$ cat src/rtl/muldiv_pkg.sv
// Shared encodings for the RV32M multiply/divide unit: decode constants and FSM states.
package muldiv_pkg;

  localparam logic [6:0] FUNC7_MULDIV = 7'b0000001;
  localparam logic [1:0] ALU_OP_RTYPE = 2'b10;

  localparam logic [2:0] F3_MUL    = 3'b000;
  localparam logic [2:0] F3_MULH   = 3'b001;
  localparam logic [2:0] F3_MULHSU = 3'b010;
  localparam logic [2:0] F3_MULHU  = 3'b011;
  localparam logic [2:0] F3_DIV    = 3'b100;
  localparam logic [2:0] F3_DIVU   = 3'b101;
  localparam logic [2:0] F3_REM    = 3'b110;
  localparam logic [2:0] F3_REMU   = 3'b111;

  typedef enum logic [1:0] {
    ST_IDLE = 2'd0,
    ST_CALC = 2'd1,
    ST_FIX  = 2'd2,
    ST_DONE = 2'd3
  } state_t;

endpackage

$ cat src/rtl/muldiv_decode.sv
// Combinational decode of an M-extension op: class, result half and operand signedness.
// sel_hi picks the high product half for multiplies and the remainder for divides.
module muldiv_decode
  import muldiv_pkg::*;
(
  input  logic [1:0] i_alu_op,
  input  logic [6:0] i_func7,
  input  logic [2:0] i_func3,
  output logic       o_is_muldiv,
  output logic       o_is_div,
  output logic       o_sel_hi,
  output logic       o_a_signed,
  output logic       o_b_signed
);

  assign o_is_muldiv = (i_alu_op == ALU_OP_RTYPE) && (i_func7 == FUNC7_MULDIV);

  always_comb begin
    o_is_div   = 1'b0;
    o_sel_hi   = 1'b0;
    o_a_signed = 1'b0;
    o_b_signed = 1'b0;
    case (i_func3)
      F3_MUL:    begin o_a_signed = 1'b1; o_b_signed = 1'b1; end
      F3_MULH:   begin o_sel_hi = 1'b1; o_a_signed = 1'b1; o_b_signed = 1'b1; end
      F3_MULHSU: begin o_sel_hi = 1'b1; o_a_signed = 1'b1; end
      F3_MULHU:  begin o_sel_hi = 1'b1; end
      F3_DIV:    begin o_is_div = 1'b1; o_a_signed = 1'b1; o_b_signed = 1'b1; end
      F3_DIVU:   begin o_is_div = 1'b1; end
      F3_REM:    begin o_is_div = 1'b1; o_sel_hi = 1'b1; o_a_signed = 1'b1; o_b_signed = 1'b1; end
      F3_REMU:   begin o_is_div = 1'b1; o_sel_hi = 1'b1; end
      default:   begin o_is_div = 1'b0; end
    endcase
  end

endmodule

$ cat src/rtl/muldiv_unit.sv
// Iterative multiply/divide: WIDTH+2 cycles to out_valid, 1 cycle for div-by-zero/overflow.
// One op in flight; result held in DONE until out_ready, in_ready only in IDLE, flush wins.
module muldiv_unit
  import muldiv_pkg::*;
#(
  parameter int WIDTH = 32
) (
  input  logic             clk,
  input  logic             arst_n,
  input  logic             in_valid,
  output logic             in_ready,
  input  logic [1:0]       alu_op,
  input  logic [6:0]       func7,
  input  logic [2:0]       func3,
  input  logic [WIDTH-1:0] op_a,
  input  logic [WIDTH-1:0] op_b,
  input  logic             flush,
  output logic             is_muldiv,
  output logic             out_valid,
  input  logic             out_ready,
  output logic [WIDTH-1:0] result
);

  localparam int CNT_W = $clog2(WIDTH) + 1;
  localparam logic [CNT_W-1:0] LAST_ITER = CNT_W'(WIDTH - 1);
  localparam logic [WIDTH-1:0] MOST_NEG  = {1'b1, {(WIDTH-1){1'b0}}};

  state_t             r_state;
  logic [CNT_W-1:0]   r_cnt;
  logic [WIDTH-1:0]   r_hi, r_lo, r_opb, r_result;
  logic               r_is_div, r_sel_hi, r_neg_res, r_neg_rem;

  logic               w_is_div, w_sel_hi, w_a_signed, w_b_signed;
  logic               w_a_neg, w_b_neg, w_div_zero, w_div_ovf, w_special, w_accept, w_fits;
  logic [WIDTH-1:0]   w_a_mag, w_b_mag, w_special_res, w_quo, w_rem, w_fix_res;
  logic [WIDTH:0]     w_mul_sum, w_rem_sh, w_rem_sub;
  logic [2*WIDTH-1:0] w_prod, w_prod_fix;

  muldiv_decode u_decode (
    .i_alu_op    (alu_op),
    .i_func7     (func7),
    .i_func3     (func3),
    .o_is_muldiv (is_muldiv),
    .o_is_div    (w_is_div),
    .o_sel_hi    (w_sel_hi),
    .o_a_signed  (w_a_signed),
    .o_b_signed  (w_b_signed)
  );

  assign in_ready  = (r_state == ST_IDLE);
  assign out_valid = (r_state == ST_DONE);
  assign result    = r_result;

  assign w_a_neg    = w_a_signed & op_a[WIDTH-1];
  assign w_b_neg    = w_b_signed & op_b[WIDTH-1];
  assign w_a_mag    = w_a_neg ? -op_a : op_a;
  assign w_b_mag    = w_b_neg ? -op_b : op_b;
  assign w_div_zero = w_is_div & (op_b == '0);
  assign w_div_ovf  = w_is_div & w_a_signed & (op_a == MOST_NEG) & (op_b == '1);
  assign w_special  = w_div_zero | w_div_ovf;
  assign w_accept   = in_valid & in_ready & is_muldiv & ~flush;

  // Divide-by-zero and signed overflow skip the iteration entirely.
  assign w_special_res = w_sel_hi ? (w_div_zero ? op_a : '0)
                                  : (w_div_zero ? '1   : op_a);

  // Multiply: {r_hi,r_lo} shifts right with the partial sum entering at the top.
  assign w_mul_sum = {1'b0, r_hi} + (r_lo[0] ? {1'b0, r_opb} : '0);
  // Divide: r_hi is the partial remainder, r_lo shifts dividend out and quotient in.
  assign w_rem_sh  = {r_hi, r_lo[WIDTH-1]};
  assign w_rem_sub = w_rem_sh - {1'b0, r_opb};
  assign w_fits    = ~w_rem_sub[WIDTH];

  assign w_prod     = {r_hi, r_lo};
  assign w_prod_fix = r_neg_res ? -w_prod : w_prod;
  assign w_quo      = r_neg_res ? -r_lo : r_lo;
  assign w_rem      = r_neg_rem ? -r_hi : r_hi;
  assign w_fix_res  = r_is_div ? (r_sel_hi ? w_rem : w_quo)
                               : (r_sel_hi ? w_prod_fix[2*WIDTH-1:WIDTH] : w_prod_fix[WIDTH-1:0]);

  always_ff @(posedge clk or negedge arst_n) begin
    if (!arst_n) begin
      r_state   <= ST_IDLE;
      r_cnt     <= '0;
      r_hi      <= '0;
      r_lo      <= '0;
      r_opb     <= '0;
      r_result  <= '0;
      r_is_div  <= 1'b0;
      r_sel_hi  <= 1'b0;
      r_neg_res <= 1'b0;
      r_neg_rem <= 1'b0;
    end else if (flush) begin
      r_state <= ST_IDLE;
    end else begin
      case (r_state)
        ST_IDLE: begin
          if (w_accept) begin
            r_is_div  <= w_is_div;
            r_sel_hi  <= w_sel_hi;
            r_neg_res <= w_a_neg ^ w_b_neg;
            r_neg_rem <= w_a_neg;
            r_cnt     <= '0;
            r_hi      <= '0;
            r_lo      <= w_is_div ? w_a_mag : w_b_mag;
            r_opb     <= w_is_div ? w_b_mag : w_a_mag;
            if (w_special) begin
              r_result <= w_special_res;
              r_state  <= ST_DONE;
            end else begin
              r_state  <= ST_CALC;
            end
          end
        end
        ST_CALC: begin
          r_cnt <= r_cnt + 1'b1;
          if (r_is_div) begin
            r_hi <= w_fits ? w_rem_sub[WIDTH-1:0] : w_rem_sh[WIDTH-1:0];
            r_lo <= {r_lo[WIDTH-2:0], w_fits};
          end else begin
            r_hi <= w_mul_sum[WIDTH:1];
            r_lo <= {w_mul_sum[0], r_lo[WIDTH-1:1]};
          end
          if (r_cnt == LAST_ITER) r_state <= ST_FIX;
        end
        ST_FIX: begin
          r_result <= w_fix_res;
          r_state  <= ST_DONE;
        end
        ST_DONE: begin
          if (out_ready) r_state <= ST_IDLE;
        end
        default: r_state <= ST_IDLE;
      endcase
    end
  end

endmodule
$ cat config.mk
export PLATFORM = sky130hd
export DESIGN_NAME = muldiv_unit
export DESIGN_NICKNAME = d
export VERILOG_FILES = /design/src/rtl/muldiv_pkg.sv /design/src/rtl/muldiv_decode.sv /design/src/rtl/muldiv_unit.sv
export SDC_FILE = /design/constraint.sdc
export NUM_CORES = 1
export LEC_CHECK = 0
export ABC_AREA = 1
export CAP_MARGIN = 25
export CORE_AREA = 2 2 232 177
export DETAILED_ROUTE_END_ITERATION = 7
export DIE_AREA = 0 0 234 179
export PLACE_DENSITY_LB_ADDON = 0.2
export RECOVER_POWER = 100
export SLEW_MARGIN = 40
export SYNTH_ARGS = -nofsm -noshare
export SYNTH_HDL_FRONTEND = slang
export SYNTH_SLANG_ARGS = --single-unit
export TNS_END_PERCENT = 5
$ cat constraint.sdc
create_clock -name clk -period 3.7 [get_ports clk]
set_clock_uncertainty 0.15 [all_clocks]
set_input_delay 0.37 -clock clk [delete_from_list [all_inputs] [get_ports clk]]
set_output_delay 0.37 -clock clk [all_outputs]
set_load 0.05 [all_outputs]
==> results.py <==
metrics = {
    "outcome": {
        "status": "finished, violations left",
        "violations": "design-rule violations, max-capacitance violations, max-slew violations",
    },
    "sta": {
        "layout_setup_ws_ns": 0.200,
        "max_freq_mhz": 286,
        "tns_ns": 0,
        "slew_violations": 61,
        "setup_violations": 0,
        "min_period_ns": 3.50,
        "timing.final.crit_share": 0.946,
        "max_slew_margin": -0.509,
        "finalHoldViolations": 0,
        "worst_pin_slew_ns": 2.26,
        "grt_setup_unrepaired": "false",
    },
    "power_and_ir_drop": {
        "seq_power_share": 0.310,
        "p_clk_frac": 0.263,
        "combPwrFrac": 0.427,
        "powerDensity_nw_per_um2": 338,
        "power.internal_mw": 3.54,
        "power.leakage_nw": 10.4,
        "p_sw_mw": 3.23,
        "worst_ir_drop_vdd_v": 0.000371,
        "p_sw_frac": 0.477,
    },
    "cells_and_area": {
        "fin_cells": 3775,
        "area_growth_pct": 13.8,
        "drive_above_1_share": 0.0437,
        "final_nets": 3391,
        "antenna_cells": 0,
        "postLayoutCellArea_um2": 20000,
    },
    "detailed_routing": {
        "vias": 22407,
        "drtIter0Drc": 3170,
        "drc_errors": 1,
        "routed_wl_um": 86600,
        "avgRoutedWirePerCell_um": 22.9,
        "ant_nets": 0,
        "dr.pass1.iters": 8,
        "vias_per_cell": 5.94,
    },
    "die": {
        "dieArea_um2": 41900,
        "rows": 64,
        "initial_core_util": 0.441,
        "dieWidth_um": 234,
        "boundaryPins": 116,
        "dieHeight_um": 179,
        "core_um2": 40000,
    },
    "worst_setup_path": {
        "required_ns": 3.89,
        "critPathKind": "reg -> reg",
        "cp-start-kind": "flip-flop",
        "cp_max_fo": 25,
        "arrival_ns": 3.69,
        "end_kind": "flip-flop",
    },
    "logic_synthesis": {
        "ys_types": 58,
        "ys_warn_count": 0,
        "ys.flop_type": "dfrtp_1",
        "synth_nets": 3289,
        "yosysSeqAreaShare": 0.199,
        "avgSynthCellArea_um2": 5.62,
        "synth-edff-count": 0,
        "ys_async_sr_fraction": 1.00,
        "synthesis.area_um2": 17600,
        "synthCells": 3132,
        "ys_ff_latch": 140,
    },
    "grt": {
        "track_usage": 0.410,
        "grt_max_degree": 110,
        "antenna_found_initial": 1,
        "grt_pass1_wl_um": 127000,
        "grt_pass1_vias": 20060,
        "overflow": 0,
    },
    "placed_design": {
        "dpl.hpwl_um": 71200,
        "dp.cells": 3742,
        "io_buffers": 115,
        "place_ws_ns": 0.222,
        "postPlaceCellArea_um2": 19500,
        "gp_congestion": 1.08,
    },
    "hold_path": {
        "min_path_type": "reg -> reg",
    },
    "cts": {
        "path_clk_slew_ns": 0.07,
        "numCtsBuffers": 17,
        "ctsRootBufferMaster": "clkbuf_16",
        "cts_tree": "built",
        "cts_num_sinks": 140,
        "clockBufferDepth": 2,
        "h-tree-depth": 4,
        "postCtsSetupRepairBufs": 0,
        "insertion_delay_ns": 0.45,
    },
    "job": {
        "drv_cap": 2,
    },
}
[critical path: stages, from the launching register on]
cell and delay, ns:
dfrtp_1 0.47, inv_1 0.11, ha_1 0.24, fa_1 0.43, inv_1 0.12, nand3_1 0.08, nand2_1 0.17, nand2_1 0.08
nand2_1 0.14, nand2_1 0.07, nand2_1 0.10, nand2_1 0.10, nand3_1 0.12, nand2_2 0.34, buf_4 0.30, nand2_1 0.05
nand3_1 0.12, nand2_1 0.10, nand2_1 0.05
[area by class of cell]
class | instances | area (um^2)
repair buffers | 188 | 1710
multi-input cells | 2505 | 12100
clock inverters | 14 | 154
inverters | 382 | 1440
well taps | 528 | 661
clock buffers | 18 | 439
flip-flops and latches | 140 | 3510
fillers | 4399 | 19900
[what timing repair did]
action	CTS	global route
hold endpoints to repair	31	0
hold buffers	1	0
resized for setup	0	0
[synth_stat cells, types with 7 or more instances]
library cell	count	area share
o221ai_1	17	0.0085
ha_1	74	0.053
a21oi_1	187	0.053
buf_4	9	0.0038
nand2_2	7	0.0025
nand2_1	1018	0.22
dfrtp_1	140	0.20
o21bai_1	7	0.0030
nand3b_1	15	0.0064
o21ai_1	38	0.011
a21o_1	7	0.0030
buf_1	12	0.0026
xor2_1	51	0.025
nor3_1	33	0.0094
o21ai_0	173	0.049
buf_2	29	0.0082
nor2_1	415	0.088
xnor2_1	17	0.0085
nand3_1	274	0.078
o21ai_2	10	0.0050
inv_1	365	0.078
o211ai_1	30	0.013
inv_2	12	0.0026
clkbuf_1	51	0.011
a31oi_1	11	0.0039
a22oi_1	23	0.0098
nand4_1	47	0.017
[layer usage]
layer / vias to the layer above / share of wire / global-route usage
li1: 10361 / - / -
met1: 10412 / 0.44 / 0.612
met2: 1479 / 0.38 / 0.540
met3: 153 / 0.15 / 0.152
met4: 2 / 0.027 / 0.108
met5: - / 0.00015 / 0
[per-stage QoR]
step | hold slack (ns) | util | total power [mW]
final | 0.329 | 0.501 | 6.76
after global routing | 0.360 | 0.501 | 7.06
after CTS | 0.248 | 0.504 | 6.61
after floorplan | -0.0756 | - | 3.58
after global placement | 0.147 | 0.488 | 4.83
after detailed placement | 0.152 | 0.489 | 4.83
[registers in the layout, indices dropped and copies added (netlist names)]
name and count:
r_neg_rem 1, r_cnt 6, r_state 2, r_sel_hi 1, r_hi 32, r_is_div 1, r_neg_res 1, result 32
r_lo 32, r_opb 32
[logic make-up (layout without fill, tap and decap cells)]
kind of cell    after synthesis  after routing  synth area share
fa+ha+maj                    76             76            0.0549
buf+inv                     487            602             0.110
compound gates              523            523             0.168
xor+xnor                     68             68            0.0338
flops                       140            140             0.199
mux                           2              2           0.00114
simple gates               1836           1836             0.433
[power by group through the flow]
stage	Combinational, mW	Sequential, mW	Clock (mW)
2_1_floorplan	1.59	1.99	0
3_5_place_dp	2.75	2.09	0
5_1_grt	3.10	2.11	1.85
4_1_cts	2.77	2.06	1.78
6_report	2.89	2.10	1.78
3_3_place_gp	2.74	2.09	0
[cell usage in the layout, fill, tap and decap left out, drive strengths merged, types with 2 or more instances in the layout]
cell type | Yosys | layout
a21o | 7 | 7
nand2 | 1026 | 1026
dfrtp | 140 | 140
nor4 | 2 | 2
or2 | 4 | 4
clkdlybuf4s50 | 0 | 79
o21bai | 7 | 7
o221ai | 17 | 17
clkinvlp | 0 | 5
buf | 54 | 68
inv | 379 | 386
a22oi | 23 | 23
a221oi | 2 | 2
clkbuf | 51 | 23
clkinv | 3 | 4
nor2 | 424 | 424
dlygate4sd3 | 0 | 36
a31oi | 11 | 11
and2 | 2 | 2
o21a | 5 | 5
o21ai | 221 | 221
xor2 | 51 | 51
nand4 | 48 | 48
o31ai | 4 | 4
a21oi | 188 | 188
nand3b | 16 | 16
nor3 | 36 | 36
ha | 74 | 74
a21boi | 3 | 3
o211ai | 30 | 30
fa | 2 | 2
xnor2 | 17 | 17
mux2i | 2 | 2
nand3 | 275 | 275
[worst paths after layout]
check	startpoint	cells after the start	to	slack, ns
worst min-delay path	result[27]	2	result[27]	0.33
worst max-delay path	r_lo[31]	18	r_hi[27]	0.20
worst max register to register	r_lo[31]	18	r_hi[27]	0.20
worst min register to register	result[27]	2	result[27]	0.33
min in group asynchronous	arst_n	2	r_hi[3]	1.00
max in group asynchronous	arst_n	3	r_is_div	0.38
(Power assumes the default switching activity.)
